`src/rtl/lcd_bus_sequencer.sv`:
```
// Two-port arbiter and write-cycle sequencer for an HD44780-style LCD bus.
// Port 0 has fixed priority; each accepted byte gets setup, E pulse, hold and an execution wait.
module lcd_bus_sequencer #(
  parameter int SETUP_CYC     = 3,
  parameter int E_HIGH_CYC    = 25,
  parameter int HOLD_CYC      = 3,
  parameter int EXEC_CYC      = 2500,
  parameter int LONG_EXEC_CYC = 82000,
  parameter int CNT_W         = 17
) (
  input  logic       clk,
  input  logic       reset,
  input  logic       req0_valid,
  input  logic       req0_rs,
  input  logic [7:0] req0_data,
  output logic       req0_ready,
  input  logic       req1_valid,
  input  logic       req1_rs,
  input  logic [7:0] req1_data,
  output logic       req1_ready,
  output logic       lcd_rs,
  output logic       lcd_rw,
  output logic       lcd_e,
  output logic [7:0] lcd_data,
  output logic       busy,
  output logic       grant_id
);

  typedef enum logic [2:0] {
    S_IDLE,
    S_SETUP,
    S_E_HIGH,
    S_HOLD,
    S_EXEC
  } state_t;

  localparam logic [CNT_W-1:0] SETUP_LD  = CNT_W'(SETUP_CYC - 1);
  localparam logic [CNT_W-1:0] E_HIGH_LD = CNT_W'(E_HIGH_CYC - 1);
  localparam logic [CNT_W-1:0] HOLD_LD   = CNT_W'(HOLD_CYC - 1);
  localparam logic [CNT_W-1:0] EXEC_LD   = CNT_W'(EXEC_CYC - 1);
  localparam logic [CNT_W-1:0] LONG_LD   = CNT_W'(LONG_EXEC_CYC - 1);
  localparam logic [CNT_W-1:0] CNT_ONE   = CNT_W'(1);

  state_t           state, state_nx;
  logic [CNT_W-1:0] cnt, cnt_nx;
  logic             long_q;
  logic             accept;
  logic             sel_rs;
  logic [7:0]       sel_data;
  logic             sel_long;
  logic             cnt_done;

  assign lcd_rw   = 1'b0;
  assign cnt_done = (cnt == '0);

  // Ready is held off during reset so nothing is accepted while the FSM is being cleared.
  always_comb begin
    req0_ready = (state == S_IDLE) & req0_valid & ~reset;
    req1_ready = (state == S_IDLE) & req1_valid & ~req0_valid & ~reset;
    accept     = req0_ready | req1_ready;
    sel_rs     = req0_ready ? req0_rs   : req1_rs;
    sel_data   = req0_ready ? req0_data : req1_data;
    // Clear display (0x01) and return home (0x02/0x03) need the long execution wait.
    sel_long   = ~sel_rs & (sel_data[7:2] == 6'd0) & (sel_data[1:0] != 2'd0);
  end

  // NOTE: every signal written here gets a default first, so no path leaves it unassigned and no latch is inferred.
  always_comb begin
    state_nx = state;
    cnt_nx   = cnt;
    unique case (state)
      S_IDLE: begin
        if (accept) begin
          state_nx = S_SETUP;
          cnt_nx   = SETUP_LD;
        end
      end
      S_SETUP: begin
        if (cnt_done) begin
          state_nx = S_E_HIGH;
          cnt_nx   = E_HIGH_LD;
        end else begin
          cnt_nx = cnt - CNT_ONE;
        end
      end
      S_E_HIGH: begin
        if (cnt_done) begin
          state_nx = S_HOLD;
          cnt_nx   = HOLD_LD;
        end else begin
          cnt_nx = cnt - CNT_ONE;
        end
      end
      S_HOLD: begin
        if (cnt_done) begin
          state_nx = S_EXEC;
          cnt_nx   = long_q ? LONG_LD : EXEC_LD;
        end else begin
          cnt_nx = cnt - CNT_ONE;
        end
      end
      S_EXEC: begin
        if (cnt_done) begin
          state_nx = S_IDLE;
        end else begin
          cnt_nx = cnt - CNT_ONE;
        end
      end
      default: begin
        state_nx = S_IDLE;
        cnt_nx   = '0;
      end
    endcase
  end

  // NOTE: sequential state uses non-blocking assignments so every register samples pre-edge values.
  always_ff @(posedge clk) begin
    if (reset) begin
      state    <= S_IDLE;
      cnt      <= '0;
      long_q   <= 1'b0;
      lcd_e    <= 1'b0;
      lcd_rs   <= 1'b0;
      lcd_data <= 8'h00;
      busy     <= 1'b0;
      grant_id <= 1'b0;
    end else begin
      state <= state_nx;
      cnt   <= cnt_nx;
      // E and busy are decoded from the next state so they stay glitch-free registered outputs.
      lcd_e <= (state_nx == S_E_HIGH);
      busy  <= (state_nx != S_IDLE);
      if (accept) begin
        lcd_rs   <= sel_rs;
        lcd_data <= sel_data;
        grant_id <= req1_ready;
        long_q   <= sel_long;
      end
    end
  end

endmodule
```
`config.mk`:
```
export PLATFORM = sky130hd
export DESIGN_NAME = lcd_bus_sequencer
export DESIGN_NICKNAME = d
export VERILOG_FILES = /design/src/rtl/lcd_bus_sequencer.sv
export SDC_FILE = /design/constraint.sdc
export NUM_CORES = 1
export LEC_CHECK = 0
export CAP_MARGIN = 15
export CORE_AREA = 2 2 77 79
export DETAILED_ROUTE_END_ITERATION = 8
export DIE_AREA = 0 0 79 81
export GPL_ROUTABILITY_DRIVEN = 0
export GPL_TIMING_DRIVEN = 1
export MAX_ROUTING_LAYER = met4
export PLACE_DENSITY = 0.6
export SYNTH_ARGS = -nofsm -noshare
export SYNTH_HDL_FRONTEND = slang
export SYNTH_SLANG_ARGS = --single-unit
```
`constraint.sdc`:
```
create_clock -name clk -period 2.6 [get_ports clk]
set_clock_uncertainty 0.05 [all_clocks]
set_input_delay 0.52 -clock clk [delete_from_list [all_inputs] [get_ports clk]]
set_output_delay 0.52 -clock clk [all_outputs]
set_load 0.05 [all_outputs]
```
==> summary.txt, run 1 <==
Clock network
  – TritonCTS sink count: 33
  – CTS tree: built
  – Clock slew at reported path FFs: 0.07 ns
  – Post-CTS setup buffers: 0
  – Num CTS Buffers: 5
  – Root Buffer: clkbuf_8
  – Post-CTS Hold Buffers: 0
  – CTS H-tree lvls: 2
  – Max clock buf depth: 2
  – Clk_lat worst skew: 0.29 ns

Global routing
  – Gr ovfl total: 0
  – Vias in the first global route: 2151
  – Initial antenna violation count: 0
  – First-pass GRT wire length: 10800 µm
  – Largest net degree at the start of global routing: 22
  – Total track usage: 22.2%

Power
  – Sw Ratio: 50.6%
  – Combinational power share: 70.1%
  – NetSw: 2.14 mW
  – Clock power frac: 9.6%
  – Pint: 2.09 mW
  – Tot Pwr: 4.23 mW
  – Leakage: 1.07 nW
  – PD cells: 1510 nW/µm²
  – Sequential Power Share: 20.4%
  – Maximum VDD drop: 0.623 mV

Setup path
  – Startpoint Class: register
  – Worst Path Arrival: 2.54 ns
  – Required time of the critical path: 2.72 ns
  – Family with the most delay on the worst path: compound AO/OA/AOI/OAI gates
  – CP cell instances: inv_1 > ha_1 > nor4b_1 > buf_4 > nand4_1 > buf_4 > a21bo_1 > a32oi_1 > o211ai_1
  – Worst Setup End Kind: register
  – CP max stage delay: 0.35 ns
  – Crit-path max FO: 8
  – Kind of critical path: register to register
  – Critical path's most frequent cell: buf_4
  – Worst Path Buf+Inv: 3
  – Slowest CP cell: dfxtp_1

Synthesis
  – Mapped Area: 2150 µm²
  – Dominant synthesized flop cell: dfxtp_1
  – Seq/Total Area, Yosys: 30.7%
  – YS warnings: 0
  – Ys async rst share: 0%
  – Cells after synthesis: 274
  – Synth unique cells: 58
  – Avg Cell Area, Syn: 7.86 µm²
  – Syn_nets: 298
  – Flops & latches, synth: 33
  – EDFF count, synth: 0

Floorplan
  – Core Box Area: 5680 µm²
  – # rows: 28
  – Starting Density: 37.9%
  – Die ar.: 6400 µm²
  – Die X-Extent: 79 µm
  – Io pins: 37
  – Die Ht: 81 µm

Timing
  – Fmax: 414 MHz
  – Slew @ Worst Pin: 0.642 ns
  – Rel. slew slack: 57.1%
  – Setup violators final: 0
  – Slew Limit Fails: 0
  – Worst Slack Setup Final: 0.182 ns
  – RSZ-0062 raised after global routing: no
  – Tcrit/Tclk final: 93.0%
  – Final hold violation count: 0
  – Setup TNS: 0 ns
  – Final min period: 2.42 ns

Placement
  – Port Buffers: 35
  – DPL Wire Length: 4870 µm
  – Post-Place Worst Slack: 0.212 ns

Route
  – WL per Instance: 16.7 µm
  – DRT iter0 DRCs: 220
  – Drt pass-1 iters: 5
  – DRC: 0
  – DR vias/cell: 5.93
  – Remaining antenna violation count after routing: 0
  – Drt total wl: 6600 µm
  – Vias: 2341

Layout
  – Nets@finish: 344
  – Final core occ: 49.3%
  – Share of cells above drive strength 1: 15.0%
  – Synthesis-to-layout area growth: 30.0%
  – ANT cells: 0

Run status
  – Status: completed

Flow run
  – Max cap viols: 0

Worst hold path
  – Hold Path Class: register to register
## layer usage
metal  track usage [%]  wire length (µm)
met1              28.3              3010
met2              34.4              2870
met3              4.11               539
met4              9.83               173
met5                 -                 0
## metrics by stage
| stage | std cells | cell area (µm²) | hold slack, ns |
|---|---|---|---|
| floorplan | 274 | 2160 | 0.446 |
| global placement | 388 | 2710 | 0.439 |
| detailed placement | 388 | 2710 | 0.446 |
| CTS | 395 | 2790 | 0.455 |
| global route | 395 | 2800 | 0.470 |
| finish | 395 | 2800 | 0.451 |
## sequential cells by signal (all words and copies together), names as in the netlist
register / count
lcd_rs: 1
state: 3
grant_id: 1
busy: 1
cnt: 17
lcd_e: 1
long_q: 1
lcd_data: 8
## worst min-delay path: stages, from the launching register on
cell and delay, ns:
dfxtp_1 0.31, nor2_1 0.09, a211oi_1 0.05
## worst paths after layout
path / start / to / slack [ns] / cells after the start
max: cnt[0]$_SDFFE_PP0P_ / cnt[8]$_SDFFE_PP0P_ / 0.18 / 9
min: lcd_data[7]$_SDFFE_PP0P_ / lcd_data[7]$_SDFFE_PP0P_ / 0.45 / 2
max reg2reg: cnt[0]$_SDFFE_PP0P_ / cnt[8]$_SDFFE_PP0P_ / 0.18 / 9
min reg2reg: lcd_data[7]$_SDFFE_PP0P_ / lcd_data[7]$_SDFFE_PP0P_ / 0.45 / 2
## cell usage after synthesis, types with 3 or more instances
cell      instances  area share, %
clkbuf_1         16            2.8
nand2_1          20            3.5
nor3b_1           4            1.4
o21ai_0          15            3.5
mux2i_1          10            4.6
a211oi_1         16            5.6
o211ai_1          5            1.7
xor2_1            4            1.6
nand4_1           5            1.5
inv_1             8            1.4
xnor2_1           3            1.2
nor3_1           10            2.3
a21oi_1          14            3.3
or2_2             4            1.2
and3_1            3           0.87
dfxtp_1          33             31
nor2_1           34            5.9
nor4_1           11            3.2
a31oi_1           4            1.2
## what timing repair did
| action | in CTS | in global routing |
|---|---|---|
| endpoints found under the hold margin | 0 | 0 |
| setup endpoints to repair | 0 | 1 |
| resized for setup | 0 | 1 |
## cell type report
class                   count  area [µm²]
fillers                   581        2880
inverters                   8        30.0
flip-flops and latches     33         661
well taps                  75        93.8
clock buffers               7        86.3
repair buffers             59         551
multi-input cells         213        1380
## cells by family (layout without fill, tap and decap cells)
| family | count (synthesis) | in the layout | synth area share (%) |
|---|---|---|---|
| compound gates | 80 | 80 | 25.8 |
| other cells | 1 | 1 | 0.174 |
| fa+ha+maj | 2 | 2 | 1.16 |
| xor+xnor | 7 | 7 | 2.85 |
| flops | 33 | 33 | 30.7 |
| mux | 10 | 10 | 4.65 |
| simple gates | 113 | 113 | 28.9 |
| buf+inv | 28 | 74 | 5.81 |
## layout by cell type, fill, tap and decap left out, drive strengths merged, types with 14 or more instances in the layout
master and count:
dfxtp 33, a21oi 14, nor2 34, buf 26, a211oi 16, clkdlybuf4s50 33
nand2 20, o21ai 15, nor4 14
## power groups by stage
stage / Combinational (mW) / Clock, mW / Sequential (mW)
4_1_cts: 2.91 / 0.419 / 0.857
3_3_place_gp: 2.90 / 0 / 0.865
2_1_floorplan: 1.80 / 0 / 0.983
3_5_place_dp: 2.88 / 0 / 0.867
6_report: 2.97 / 0.404 / 0.864
5_1_grt: 3.21 / 0.440 / 0.886
Note: power is estimated with default switching activity, not from simulation.
==> inputs of run 2 (changes only) <==
Settings changed: CTS_CLUSTER_DIAMETER set to 120.
==> results of run 2 <==
Same layout as run 1: the final DEF is identical, and so are final timing and power.
